`src/rtl/bidir_shift_rx.sv`:
```
// ---------------------------------------------------------------------------
// bidir_shift_rx
//   Serial-to-parallel receiver for the bidirectional shift-register link.
//   Samples i_sin on every clock where i_sin_en=1 and rebuilds a WIDTH-bit
//   word in LSB-first (i_ctrl=1) or MSB-first (i_ctrl=0) order. The order is
//   latched on the first bit of each word. Completed words are offered on a
//   valid/ready port; a word that completes while the port is still full is
//   dropped and the sticky o_overrun flag is raised.
//
// Ports
//   i_clk        system clock, rising edge
//   i_rst_n      asynchronous active-low reset
//   i_sin        serial data bit
//   i_sin_en     qualifies i_sin
//   i_ctrl       bit order: 1 = LSB-first, 0 = MSB-first
//   i_clr        synchronous abort of a partial word (output side untouched)
//   o_out_data   received word
//   o_out_valid  o_out_data holds an unconsumed word
//   i_out_ready  consumer accepts when o_out_valid && i_out_ready
//   o_overrun    sticky: a completed word was dropped (cleared by reset only)
//   o_busy       a partial word is in progress
//
// States
//   S_IDLE | no partial word; the next qualified bit is bit 0 of a new word
//   S_RECV | 1..WIDTH-1 bits collected, order latched in r_dir
// ---------------------------------------------------------------------------
module bidir_shift_rx #(
  parameter int WIDTH = 4
) (
  input  logic             i_clk,
  input  logic             i_rst_n,
  input  logic             i_sin,
  input  logic             i_sin_en,
  input  logic             i_ctrl,
  input  logic             i_clr,
  output logic [WIDTH-1:0] o_out_data,
  output logic             o_out_valid,
  input  logic             i_out_ready,
  output logic             o_overrun,
  output logic             o_busy
);

  localparam int CW = $clog2(WIDTH);
  localparam logic [CW-1:0] LAST_IDX = CW'(WIDTH - 1);

  typedef enum logic {
    S_IDLE = 1'b0,
    S_RECV = 1'b1
  } state_t;

  state_t           r_state;
  state_t           w_state_nxt;
  logic [WIDTH-1:0] r_sr;
  logic [WIDTH-1:0] w_sr_nxt;
  logic [WIDTH-1:0] w_sr_ins;
  logic [CW-1:0]    r_cnt;
  logic [CW-1:0]    w_cnt_nxt;
  logic             r_dir;
  logic             w_dir_nxt;
  logic             w_bit_dir;
  logic             w_take;
  logic             w_complete;
  logic             w_slot_free;

  logic [WIDTH-1:0] r_out_data;
  logic             r_out_valid;
  logic             r_overrun;

  // Datapath decode shared by the FSM and the output slot.
  always_comb begin
    w_take      = i_sin_en && !i_clr;
    // The first bit of a word uses the live i_ctrl; later bits use the
    // latched order so mid-word i_ctrl changes have no effect.
    w_bit_dir   = (r_state == S_IDLE) ? i_ctrl : r_dir;
    w_sr_ins    = w_bit_dir ? {i_sin, r_sr[WIDTH-1:1]}
                            : {r_sr[WIDTH-2:0], i_sin};
    w_complete  = w_take && (r_state == S_RECV) && (r_cnt == LAST_IDX);
    w_slot_free = !r_out_valid || i_out_ready;
  end

  // State register.
  always_ff @(posedge i_clk or negedge i_rst_n) begin
    if (!i_rst_n) begin
      r_state <= S_IDLE;
      r_sr    <= '0;
      r_cnt   <= '0;
      r_dir   <= 1'b0;
    end else begin
      r_state <= w_state_nxt;
      r_sr    <= w_sr_nxt;
      r_cnt   <= w_cnt_nxt;
      r_dir   <= w_dir_nxt;
    end
  end

  // Next-state logic.
  always_comb begin
    w_state_nxt = r_state;
    w_sr_nxt    = r_sr;
    w_cnt_nxt   = r_cnt;
    w_dir_nxt   = r_dir;
    if (i_clr) begin
      // Abort wins over any bit presented on the same edge.
      w_state_nxt = S_IDLE;
      w_cnt_nxt   = '0;
    end else begin
      case (r_state)
        S_IDLE: begin
          if (i_sin_en) begin
            w_dir_nxt   = i_ctrl;
            w_sr_nxt    = w_sr_ins;
            w_cnt_nxt   = CW'(1);
            w_state_nxt = S_RECV;
          end
        end
        S_RECV: begin
          if (i_sin_en) begin
            w_sr_nxt = w_sr_ins;
            if (r_cnt == LAST_IDX) begin
              w_cnt_nxt   = '0;
              w_state_nxt = S_IDLE;
            end else begin
              w_cnt_nxt = r_cnt + CW'(1);
            end
          end
        end
        default: begin
          w_state_nxt = S_IDLE;
          w_cnt_nxt   = '0;
        end
      endcase
    end
  end

  // Output slot. Accept and reload on the same edge keeps valid high and
  // takes the new word; a completion into a full slot is dropped.
  always_ff @(posedge i_clk or negedge i_rst_n) begin
    if (!i_rst_n) begin
      r_out_data  <= '0;
      r_out_valid <= 1'b0;
      r_overrun   <= 1'b0;
    end else begin
      if (w_complete) begin
        if (w_slot_free) begin
          r_out_data  <= w_sr_ins;
          r_out_valid <= 1'b1;
        end else begin
          r_overrun <= 1'b1;
        end
      end else if (r_out_valid && i_out_ready) begin
        r_out_valid <= 1'b0;
      end
    end
  end

  assign o_out_data  = r_out_data;
  assign o_out_valid = r_out_valid;
  assign o_overrun   = r_overrun;
  assign o_busy      = (r_state == S_RECV);

endmodule

```
`config.mk`:
```
export PLATFORM = sky130hd
export DESIGN_NAME = bidir_shift_rx
export DESIGN_NICKNAME = d
export VERILOG_FILES = /design/src/rtl/bidir_shift_rx.sv
export SDC_FILE = /design/constraint.sdc
export NUM_CORES = 1
export LEC_CHECK = 0
export CORE_MARGIN = 5
export CORE_UTILIZATION = 47
export CTS_CLUSTER_DIAMETER = 150
export CTS_CLUSTER_SIZE = 16
export DETAILED_ROUTE_END_ITERATION = 8
export GPL_ROUTABILITY_DRIVEN = 0
export PLACE_DENSITY = 0.87
export SETUP_SLACK_MARGIN = 0.15
export SLEW_MARGIN = 30
export SYNTH_ARGS = -nofsm -noshare
export SYNTH_HDL_FRONTEND = slang
export SYNTH_SLANG_ARGS = --single-unit
```
`constraint.sdc`:
```
create_clock -name i_clk -period 2.2 [get_ports i_clk]
set_clock_uncertainty 0.05 [all_clocks]
set_input_delay 0.55 -clock i_clk [delete_from_list [all_inputs] [get_ports i_clk]]
set_output_delay 0.55 -clock i_clk [all_outputs]
set_load 0.02 [all_outputs]
```
### After elaboration in Yosys (flattened, before gate mapping)

Cells that the tools add are included.

| storage, ports and cells | value |
|---|---|
| logic and storage cells | 45 |
| output and inout port bits | 7 |
| input bits | 7 |
| register bits | 14 |

| cells by class | value |
|---|---|
| reductions and logical operators | 14 |
| eq/ne operators | 4 |
| multiplexer cells | 16 |
| $add $sub $neg | 1 |
| bitwise gates (word level) | 3 |

Operators with widths:

| operator | number |
|---|---|
| $reduce_and A2 Y1 | 5 |
| $mux W1 | 8 |
| $mux W2 | 4 |
| $mux W4 | 2 |
| $ne A3 B3 Y1 const B | 2 |
| $logic_and A1 B1 Y1 | 4 |
| $pmux W2 S2 | 1 |
| $not A1 Y1 | 3 |
| $reduce_and A3 Y1 | 1 |
| $add A2 B1 Y2 const B | 1 |
| $eq A2 B2 Y1 const B | 1 |
| $logic_not A1 Y1 | 2 |
| $ne A2 B1 Y1 const B | 1 |
| $pmux W1 S2 | 1 |
| $reduce_bool A2 Y1 | 1 |
| $logic_or A1 B1 Y1 | 1 |

### Logic depth before layout (Yosys ltp)

| depth | value |
|---|---|
| depth in word-level cells | 6 |
| depth in mapped cells | 4 |
| depth with buffers taken out | 4 |

### Worst setup path after synthesis

Ideal clock, no wire load.

| path | value |
|---|---|
| path type | reg-to-reg |
| start | register r_state, in the netlist o_busy |
| end | register r_out_data[0], in the netlist o_out_data[0] |
| path buffers | 1 |
| setup time | 0.125 ns |
| data required time | 2.025 ns |
| arrival | 1.530 ns |
| clock period less this slack | 1.705 ns |
| slack | 0.495 ns |
| stages on the path, launching flop included | 5 |
| cell sequence | dfrtp_1 buf_6 mux2i_2 mux2_4 mux2_2 |

| between the ends | value |
|---|---|
| longest elaborated chain between the ends | 3 |
| elaborated cells between the ends (all ways) | 5 |
| those cells by class | mux: 2; reduce/logical: 3 |

Ends and longest elaborated chain:

| what | RTL line | RTL |
|---|---|---|
| start: declaration | 51 | `state_t r_state;` |
| start signal: assignment | 89 | `r_state <= w_state_nxt;` |
| $logic_and A1 B1 Y1 (2 in a row) | 77 | `w_complete = w_take && (r_state == S_RECV) && (r_cnt == LAST_IDX);` |
| $reduce_and A2 Y1 (no line) | - |  |
| end signal: assignment | 145 | `r_out_data <= w_sr_ins;` |
| end: declaration | 65 | `logic [WIDTH-1:0] r_out_data;` |

Parallel ways exist; a longest one is shown, timed or not.
A chain may end at the register's enable or synchronous reset.

### Worst setup path in the final report

| path | value |
|---|---|
| start | register r_state, in the netlist o_busy |
| end | output port o_busy |

RTL lines:

| what | RTL line | RTL |
|---|---|---|
| end: declaration | 40 | `output logic o_busy` |

No word-level cell between the ends.

==> impl_metrics.toml <==
[drt]
drt-vias-per-instance = 5.13
vias = 426
drtAntennaViolNets = 0
routed_wl_mm = 1.12
dr.pass1.iters = 2
drt_iter0_markers = 2
drc = 0
avgRoutedWirePerCell_um = 13.4

[floorplan]
initial_core_util_pct = 49.4
io_pins = 14
core_um2 = 1280
die_w_um = 46.7
num_rows = 13
die-area_um2 = 2180
die_h_um = 46.7

[global_route]
grtUsageTotal_pct = 12.9
grt_antenna_before_repair = 0
grt_pass1_wl_mm = 1.86
first_global_vias = 437
grt_max_degree = 15
grt_overflow = 0

[sta]
final.min_clock_period_ns = 1.95
tightest_slew_ns = 0.628
maxSlewHeadroom_pct = 58.0
hold_viol = 0
slew_violations = 0
fin_tns_setup_ns = 0
setup_viol = 0
period_share_pct = 88.6
hold_slack_ns = 0.430
clock.fmax_mhz = 513
grt_setup_unrepaired = "no"

[synth]
mappedNetlistArea_um2 = 634
yosysTopAreaCell = "dfrtp_1"
synthTopCellsByArea = "dfrtp_1 (55%), mux2_2 (12%), mux2_4 (7.1%)"
synthDistinctLibCells = 19
synth_compound_gate_area_share_pct = 5.52
synthAdderAreaFrac_pct = 1.97
synth_seq_cells = 14
yosys.area_share.xor_xnor_pct = 0
synthCells = 48
syn_avg_cell_area_um2 = 13.2
syn_nets = 56
synth-simple-area-share_pct = 10.1
synth_top_cell_area_share_pct = 55.2
synth_top_family_by_area = "multiplexers"
yosysWarnings = 0
ys_seq_area_share_pct = 55.2
synthMuxAreaShare_pct = 24.9

[pwr]
p_per_area_nw_per_um2 = 771
peakVddDrop_v = 0.000506
p_leak_nw = 0.390

[worst_setup_path]
crit_path_top_delay_cell = "clkdlybuf4s50_1"
setup.worst_path.start_class = "flip-flop"
crit_start = "o_busy$_DFF_PN0_"
cp_cell_sequence = "clkdlybuf4s50_1"
crit_path_max_fanout = 8
crit_type = "reg2out"
crit_required_ns = 1.60
cp.arrival_ns = 1.35
cp_top_family = "buffers and inverters"
cp_slowest_stage_delay_ns = 0.63
cp.buffers_inverters = 1
end_kind = "primary output"
r2r_start = "o_busy$_DFF_PN0_"

[clocking]
numClockSinks = 14
cts_max_path_buffers = 2
cts_made_buffers = 3
cts_root_buf = "clkbuf_4"
postCtsSetupBuffers = 0
clk_pin_slew_ns = 0.08
ctsHtreeMaxLevel = 1
clk_latency_ns = 0.28
cts_tree = "yes"

[layout]
fin_area_um2 = 840
drive_above_1_share_pct = 29.4
syn_to_final_growth_pct = 32.3
multi_input_area_um2 = 269
fillers = 116
regArea_um2 = 352
antenna_cells = 0
layout.nets = 77

[flow_run]
maxCapViolations = 0

[worst_hold_path]
hold_path_class = "reg2reg"
hold_path_startpoint = "o_overrun$_DFFE_PN0P_"

[run_status]
status = "completed"

[place]
port_buffers = 13
postPlaceCellArea_um2 = 802
dpl.hpwl_um = 892
[cells by family after synthesis]
group	count (synthesis)
adders and majority gates	1
AOI/OAI and AO/OA	6
DFF	14
buffers and inverters	2
and+or+nand+nor	12
muxes	13
[per-stage QoR]
stage / utilization, % / setup WS, ns / power (mW) / instances
final: 65.3 / 0.251 / 0.647 / 83
after global routing: 65.3 / 0.191 / 0.688 / 83
after detailed placement: 62.4 / 0.0729 / 0.471 / 79
after floorplan: - / 0.495 / 0.421 / 48
after CTS: 65.2 / 0.162 / 0.653 / 83
after global placement: 62.4 / 0.119 / 0.464 / 79
[worst paths after layout]
check / end / cells past startpoint / slack [ns]
worst max-delay path: o_busy / 1 / 0.25
worst min-delay path: o_overrun$_DFFE_PN0P_ / 1 / 0.43
worst max register to register: o_out_data[0]$_DFFE_PN0P_ / 3 / 0.56
worst min register to register: o_overrun$_DFFE_PN0P_ / 1 / 0.43
max in group asynchronous: o_busy$_DFF_PN0_ / 1 / 1.05
min in group asynchronous: r_sr[0]$_DFFE_PN0P_ / 1 / 0.60
[cell type report]
cell class / instances / share of cell area (%)
clock buffers: 4 / 4.32
inverters: 1 / 0.447
multi-input cells: 32 / 32.0
flip-flops and latches: 14 / 41.9
repair buffers: 17 / 19.1
well taps: 15 / 2.24
[cell usage in the layout (no fill, tap or decap), drive strengths merged]
master	n
dfrtp	14
clkdlybuf4s50	13
mux2	10
buf	4
clkbuf	4
o21ai	3
nor2	3
mux2i	3
nand3	2
nand2b	2
nand2	2
nand4b	1
nor2b	1
o211ai	1
or2b	1
a21oi	1
inv	1
o21bai	1
ha	1
[layer usage]
layer	GRT usage, %	vias to the layer above	share of wire [%]
li1	-	207	-
met1	15.9	203	44
met2	20.1	11	49
met3	3.45	5	4.6
met4	8.29	0	2.9
met5	0	-	0
[power by group]
part           switching, mW  internal, mW
Clock                 0.0829         0.101
Combinational         0.0497        0.0879
Sequential            0.0287         0.297
[timing repair]
item / 4_1_cts / 5_1_grt
setup endpoints to repair: 0 / 1
hold buffers: 0 / 0
resized for setup: 0 / 1
[cells in the mapped netlist]
cell type,count
nand3_1,2
o211ai_1,1
dfrtp_1,14
mux2i_1,2
nor2b_1,1
nor2_1,3
mux2_2,7
nand2b_1,2
mux2i_2,1
a21oi_1,1
buf_6,1
o21ai_0,3
inv_1,1
nand2_1,2
nand4b_1,1
ha_1,1
o21bai_1,1
mux2_4,3
or2b_1,1
[sequential cells by signal, indices dropped and copies added (netlist names)]
| signal | cells |
|---|---|
| o_overrun | 1 |
| o_busy | 1 |
| r_sr | 4 |
| r_cnt | 2 |
| o_out_data | 4 |
| r_dir | 1 |
| o_out_valid | 1 |
Power figures use the tool's default switching activity.
